`config.mk`:
```
export PLATFORM = sky130hd
export DESIGN_NAME = sha256_job_ctrl
export DESIGN_NICKNAME = d
export VERILOG_FILES = /design/src/rtl/sha256_job_ctrl.sv
export SDC_FILE = /design/constraint.sdc
export NUM_CORES = 1
export LEC_CHECK = 0
export CORE_MARGIN = 2
export CORE_UTILIZATION = 47
export CTS_BUF_LIST = sky130_fd_sc_hd__clkbuf_4 sky130_fd_sc_hd__clkbuf_8
export DETAILED_ROUTE_END_ITERATION = 7
export PLACE_DENSITY = 0.85
export SYNTH_ARGS = -nofsm -noshare
export SYNTH_HDL_FRONTEND = slang
export SYNTH_SLANG_ARGS = --single-unit
```
`constraint.sdc`:
```
create_clock -name clk -period 2.65 [get_ports clk]
set_input_delay 0.53 -clock clk [delete_from_list [all_inputs] [get_ports clk]]
set_output_delay 0.53 -clock clk [all_outputs]
set_load 0.01 [all_outputs]
```
`src/rtl/sha256_job_ctrl.sv`:
```
// Job controller for simplified_sha256: streams a message into shared memory,
// starts the hasher, then reads back the 8-word digest as one 256-bit result.
module sha256_job_ctrl #(
    parameter int NUM_OF_WORDS = 20,
    parameter int DIGEST_WORDS = 8
) (
    input  logic         clk,
    input  logic         reset,
    input  logic [15:0]  message_addr,
    input  logic [15:0]  output_addr,
    input  logic         in_valid,
    output logic         in_ready,
    input  logic [31:0]  in_data,
    output logic         sha_start,
    input  logic         sha_done,
    output logic         mem_sel,
    output logic         mem_we,
    output logic [15:0]  mem_addr,
    output logic [31:0]  mem_write_data,
    input  logic [31:0]  mem_read_data,
    output logic [255:0] digest,
    output logic         digest_valid,
    input  logic         digest_ready,
    output logic         busy
);

    localparam int CW = $clog2(NUM_OF_WORDS + 1);
    localparam int RW = $clog2(DIGEST_WORDS + 1);

    typedef enum logic [2:0] {
        S_LOAD,
        S_START,
        S_WAIT_BUSY,
        S_WAIT_DONE,
        S_READ,
        S_OUT
    } state_t;

    state_t        state;
    logic [CW-1:0] wcount;
    logic [RW-1:0] rd;
    logic          accept;

    assign in_ready = (state == S_LOAD) && !reset;
    assign accept   = in_valid && in_ready;
    assign busy     = (state != S_LOAD) || (wcount != '0);

    always_ff @(posedge clk) begin
        if (reset) begin
            state          <= S_LOAD;
            wcount         <= '0;
            rd             <= '0;
            sha_start      <= 1'b0;
            mem_sel        <= 1'b1;
            mem_we         <= 1'b0;
            mem_addr       <= '0;
            mem_write_data <= '0;
            digest         <= '0;
            digest_valid   <= 1'b0;
        end else begin
            mem_we    <= 1'b0;
            sha_start <= 1'b0;
            unique case (state)
                S_LOAD: begin
                    if (accept) begin
                        mem_we         <= 1'b1;
                        mem_addr       <= message_addr + 16'(wcount);
                        mem_write_data <= in_data;
                        wcount         <= wcount + 1'b1;
                        if (wcount == CW'(NUM_OF_WORDS - 1)) begin
                            sha_start <= 1'b1;
                            state     <= S_START;
                        end
                    end
                end
                S_START: begin
                    mem_sel <= 1'b0;
                    state   <= S_WAIT_BUSY;
                end
                // done is a level: it must fall before a rise means completion
                S_WAIT_BUSY: begin
                    if (!sha_done) state <= S_WAIT_DONE;
                end
                S_WAIT_DONE: begin
                    if (sha_done) begin
                        mem_sel  <= 1'b1;
                        mem_addr <= output_addr;
                        rd       <= '0;
                        state    <= S_READ;
                    end
                end
                S_READ: begin
                    rd <= rd + 1'b1;
                    if (rd < RW'(DIGEST_WORDS - 1))
                        mem_addr <= output_addr + 16'(rd) + 16'd1;
                    if (rd != '0)
                        digest <= {digest[223:0], mem_read_data};
                    if (rd == RW'(DIGEST_WORDS)) begin
                        digest_valid <= 1'b1;
                        state        <= S_OUT;
                    end
                end
                S_OUT: begin
                    if (digest_ready) begin
                        digest_valid <= 1'b0;
                        wcount       <= '0;
                        state        <= S_LOAD;
                    end
                end
                default: state <= S_LOAD;
            endcase
        end
    end

endmodule
```
# Word-level counts from Yosys, hierarchy flattened

Index checks and enable logic that the tools add are counted.
W data, S select, Z words.

Bits in registers: 320
Output and inout bits: 310
Input bits: 101
Word-level logic and storage cells: 78

Bitwise logic cells: 2
Eq/ne operators: 14
Add/subtract/negate cells: 5
$lt $le $gt $ge: 1
Mux-type cells: 23
Reductions and logical operators: 23

Operators by type and width:

| cell                    | count |
|---|---|
| $mux W16                | 3 |
| $pmux W16 S3            | 1 |
| $mux W3                 | 6 |
| $pmux W3 S6             | 1 |
| $add A16 B1 Y16 const B | 1 |
| $add A16 B4 Y16         | 1 |
| $add A16 B5 Y16         | 1 |
| $ne A2 B2 Y1 const B    | 6 |
| $mux W5                 | 2 |
| $pmux W5 S2             | 1 |
| $pmux W4 S2             | 1 |
| $reduce_and A2 Y1       | 4 |
| $reduce_bool A2 Y1      | 4 |
| $eq A3 B2 Y1 const B    | 2 |
| $eq A3 B3 Y1 const B    | 2 |
| $reduce_and A3 Y1       | 2 |
| $reduce_and A6 Y1       | 1 |
| $reduce_bool A3 Y1      | 2 |
| $add A5 B1 Y5 const B   | 1 |
| $eq A5 B5 Y1 const B    | 1 |
| $mux W1                 | 5 |
| $reduce_bool A5 Y1      | 1 |
| $add A4 B1 Y4 const B   | 1 |
| $eq A4 B4 Y1 const B    | 1 |
| other kinds (14)        | 17 |

# Logic depth before layout (Yosys ltp)

Word-level depth: 5
Depth in mapped cells: 10
Gate-level depth less buffers: 10

# Least setup slack after synthesis

Ideal clock, no wire load.

Kind: input -> register
Start: input message_addr[0]
End: register mem_addr[14]
Stages on the path: 9
Setup time: 0.132 ns
Buffers on the path: 0
Data arrival time: 2.176 ns
Slack: 0.342 ns
Required time: 2.518 ns
Cells stage by stage: ha_1 inv_1 fa_1 nor2b_1 o31a_1 o211ai_1 xnor2_1 a2111oi_0 nor3_1

Cells in the longest elaborated chain, start to end: 3

RTL lines:

| element              | line | text |
|---|---|---|
| start, declared      | 9    | `input logic [15:0] message_addr,` |
| $add A16 B5 Y16      | 67   | `mem_addr <= message_addr + 16'(wcount);` |
| $mux W16             | 65   | `if (accept) begin` |
| $pmux W16 S3         | 63   | `unique case (state)` |
| end signal, assigned | 67   |  |
| end signal, assigned | 87   | `mem_addr <= output_addr;` |
| end signal, assigned | 95   | `mem_addr <= output_addr + 16'(rd) + 16'd1;` |
| end, declared        | 18   | `output logic [15:0] mem_addr,` |

Every way passes these cells. The select of a mux whose other input is x is not followed.
A chain may end at the register's enable or synchronous reset.

# Final worst setup path

Start: register wcount[0]
End: register mem_addr[14]

Cells in the longest elaborated chain, start to end: 3

RTL lines:

| element                | line | text |
|---|---|---|
| start, declared        | 40   | `logic [CW-1:0] wcount;` |
| start signal, assigned | 69   | `wcount <= wcount + 1'b1;` |
| $add A16 B5 Y16        | 67   |  |
| $mux W16               | 65   |  |
| $pmux W16 S3           | 63   |  |

Every way passes these cells. The select of a mux whose other input is x is not followed.

==> flow_metrics.env <==
export IMPL_status="complete, no violations"
export IMPL_viasPerCell=5.33
export IMPL_grt_pass1_vias=11900
export IMPL_cts_setup_buffers=0
export IMPL_netlist_area_sq_um=12300
export IMPL_gp_congestion=0.888
export IMPL_ys_warn_count=0
export IMPL_skew_ns=0.0206
export IMPL_numClockSinks=320
export IMPL_drive_gt1_frac=0.0745
export IMPL_fin_crit_sh=0.937
export IMPL_first_pass_iters=7
export IMPL_stdcell_area_sq_um=17900
export IMPL_timing_fmax_mhz=403
export IMPL_die_w_um=166
export IMPL_maxCapViolCount=0
export IMPL_ys_types=64
export IMPL_tritoncts="done"
export IMPL_initial_core_util=0.475
export IMPL_slowest_stage="dfxtp_1"
export IMPL_totalPowerFinal_uw=9810
export IMPL_yosysTopAreaCell="dfxtp_1"
export IMPL_critPathMaxFanout=6
export IMPL_final_common_cell="nand2_1"
export IMPL_layout_common_cells="nand2_1, clkdlybuf4s50_1, dfxtp_1, a21oi_1, clkbuf_8"
export IMPL_wl_per_cell_um=17.2
export IMPL_synth_fp_nets=1673
export IMPL_synth_edf_count=0
export IMPL_coreArea_sq_um=25900
export IMPL_critPathRequiredTime_ns=3.06
export IMPL_powerDensity_nw_per_um2=548
export IMPL_synth_top_cell_area_share=0.521
export IMPL_synthFlopType="dfxtp_1"
export IMPL_final_hold_violation_count=0
export IMPL_rsz0062_at_grt="no"
export IMPL_cts_resized=0
export IMPL_grt_max_degree=172
export IMPL_cp_end_kind="flop"
export IMPL_slowest_delay_ns=0.43
export IMPL_worst_setup_path_type="reg2reg"
export IMPL_dpl_hpwl_mm=28.2
export IMPL_cp_arrival_ns=2.89
export IMPL_synthArstFlopShare=0
export IMPL_seq_area_frac_synth=0.521
export IMPL_clk_pin_slew_ns=0.06
export IMPL_hold_end="rd[1]"
export IMPL_timing_rr_end="mem_addr[14]"
export IMPL_whs_ns=0.223
export IMPL_setup_viol=0
export IMPL_final_nets=2073
export IMPL_antenna_left=0
export IMPL_cts_buffers=51
export IMPL_grt_remaining_overflow=0
export IMPL_htreeDepth=2
export IMPL_fin_crit_ns=2.48
export IMPL_p_leak_uw=0.00621
export IMPL_antenna_found_initial=0
export IMPL_num_rows=59
export IMPL_worst_r2r_path_depth=9
export IMPL_tns_ns=0
export IMPL_clk_latency_ns=0.58
export IMPL_ys_ff_latch=320
export IMPL_critPathBufInv=1
export IMPL_avgSynthCellArea_sq_um=7.91
export IMPL_drcViolationCount=0
export IMPL_maxSlewHeadroom=0.321
export IMPL_tightest_slew_ns=1.02
export IMPL_cp_cell_sequence="ha_1 -> inv_1 -> fa_1 -> nor2b_1 -> o31a_1 -> o211ai_1 -> xnor2_1 -> a2111oi_0 -> nor3_1"
export IMPL_drt_wl_total_mm=39.9
export IMPL_hold_buffers=0
export IMPL_syn_to_final_growth_pct=45.4
export IMPL_port_buffers=410
export IMPL_grt_use_total=0.279
export IMPL_netlist_instances=1556
export IMPL_die_height_um=166
export IMPL_dpl_cell_area_sq_um=16800
export IMPL_via_count=12400
export IMPL_synthTopCellsByArea="dfxtp_1, nand2_1, a21oi_1"
export IMPL_io_pins=411
export IMPL_startpoint_type="flop"
export IMPL_clock_root_buffer="clkbuf_8"
export IMPL_die_area_sq_um=27500
export IMPL_hold_path_depth=2
export IMPL_grt_pass1_wl_mm=63.1
export IMPL_r2r_start="wcount[0]"
export IMPL_ir_drop_v=0.000448
export IMPL_min_from="reset"
export IMPL_diodes=0
export IMPL_reg2reg_slack_ns=0.17
export IMPL_drt_iter0_drc=1127
export IMPL_hold_path_class="in2reg"
export IMPL_cts_buffer_depth=3
export IMPL_slew_viol_final=0
export IMPL_cp_top_family="compound AO/OA/AOI/OAI gates"
cells by family after synthesis:
kind of cell             Yosys count  share of synthesized area
AO/OA/AOI/OAI                    383                      0.179
XOR/XNOR                          15                     0.0107
adder cells (fa/ha/maj)           16                     0.0175
buffers and inverters            127                     0.0458
flip-flops                       320                      0.521
multiplexers                       2                    0.00163
AND/OR/NAND/NOR                  693                      0.225
per-stage QoR:
step	utilization	worst slack, ns	std cells
floorplan	-	0.342	1556
global placement	0.650	-0.268	2238
detailed placement	0.650	-0.348	2238
CTS	0.691	0.137	2322
global route	0.691	0.0245	2322
finish	0.691	0.167	2322
sequential cells by signal, indices dropped and copies added, names as in the netlist:
signal          count
digest            256
mem_write_data     32
rd                  4
mem_sel             1
wcount              5
state               3
mem_addr           16
sha_start           1
mem_we              1
digest_valid        1
metal layers:
metal,up-vias,track usage,wire [um]
li1,5988,-,-
met1,5729,0.350,16500
met2,543,0.453,18400
met3,127,0.0574,2750
met4,0,0.153,2230
met5,-,0,0
where the power goes:
part / switching (uW) / internal, uW
clock network: 1890 / 2480
logic: 261 / 296
registers: 28.4 / 4860
total: 2180 / 7630
Yosys cell counts, types with 5 or more instances:
master,n
nand2_1,597
nor2b_1,6
ha_1,14
inv_1,13
buf_2,30
dfxtp_1,320
a21oi_1,276
nor3_1,6
nor2_1,37
a211oi_1,10
and3_1,5
xnor2_1,11
nor4_1,7
o21ai_0,13
o211ai_1,38
a221oi_1,7
a311oi_1,5
buf_6,5
nand4_1,5
clkbuf_1,72
nand3_1,10
layout make-up:
| cell class | instances | area (sq um) |
|---|---|---|
| multi-input combinational | 1109 | 5360 |
| timing repair buffer | 460 | 4610 |
| fill | 2006 | 8020 |
| inverter | 14 | 52.6 |
| tap | 335 | 419 |
| clock inverter | 6 | 97.6 |
| sequential | 320 | 6410 |
| clock buffer | 78 | 955 |
worst reg2reg max path, stage by stage, from the launching register on:
cell       delay [ns]
dfxtp_1          0.43
ha_1             0.20
inv_1            0.05
fa_1             0.38
nor2b_1          0.21
o31a_1           0.29
o211ai_1         0.13
xnor2_1          0.14
a2111oi_0        0.40
nor3_1           0.09
how the worst max path moves through the flow:
stage / start / to / slack (ns) / depth (start not counted)
after CTS: state[0] / in_ready / 0.14 / 2
after global routing: rd[0] / mem_addr[12] / 0.02 / 10
after detailed placement: message_addr[0] / mem_addr[14] / -0.35 / 10
after floorplan: message_addr[0] / mem_addr[14] / 0.34 / 9
final: wcount[0] / mem_addr[14] / 0.17 / 9
after global placement: message_addr[0] / mem_addr[14] / -0.27 / 10
(Power assumes the default switching activity.)
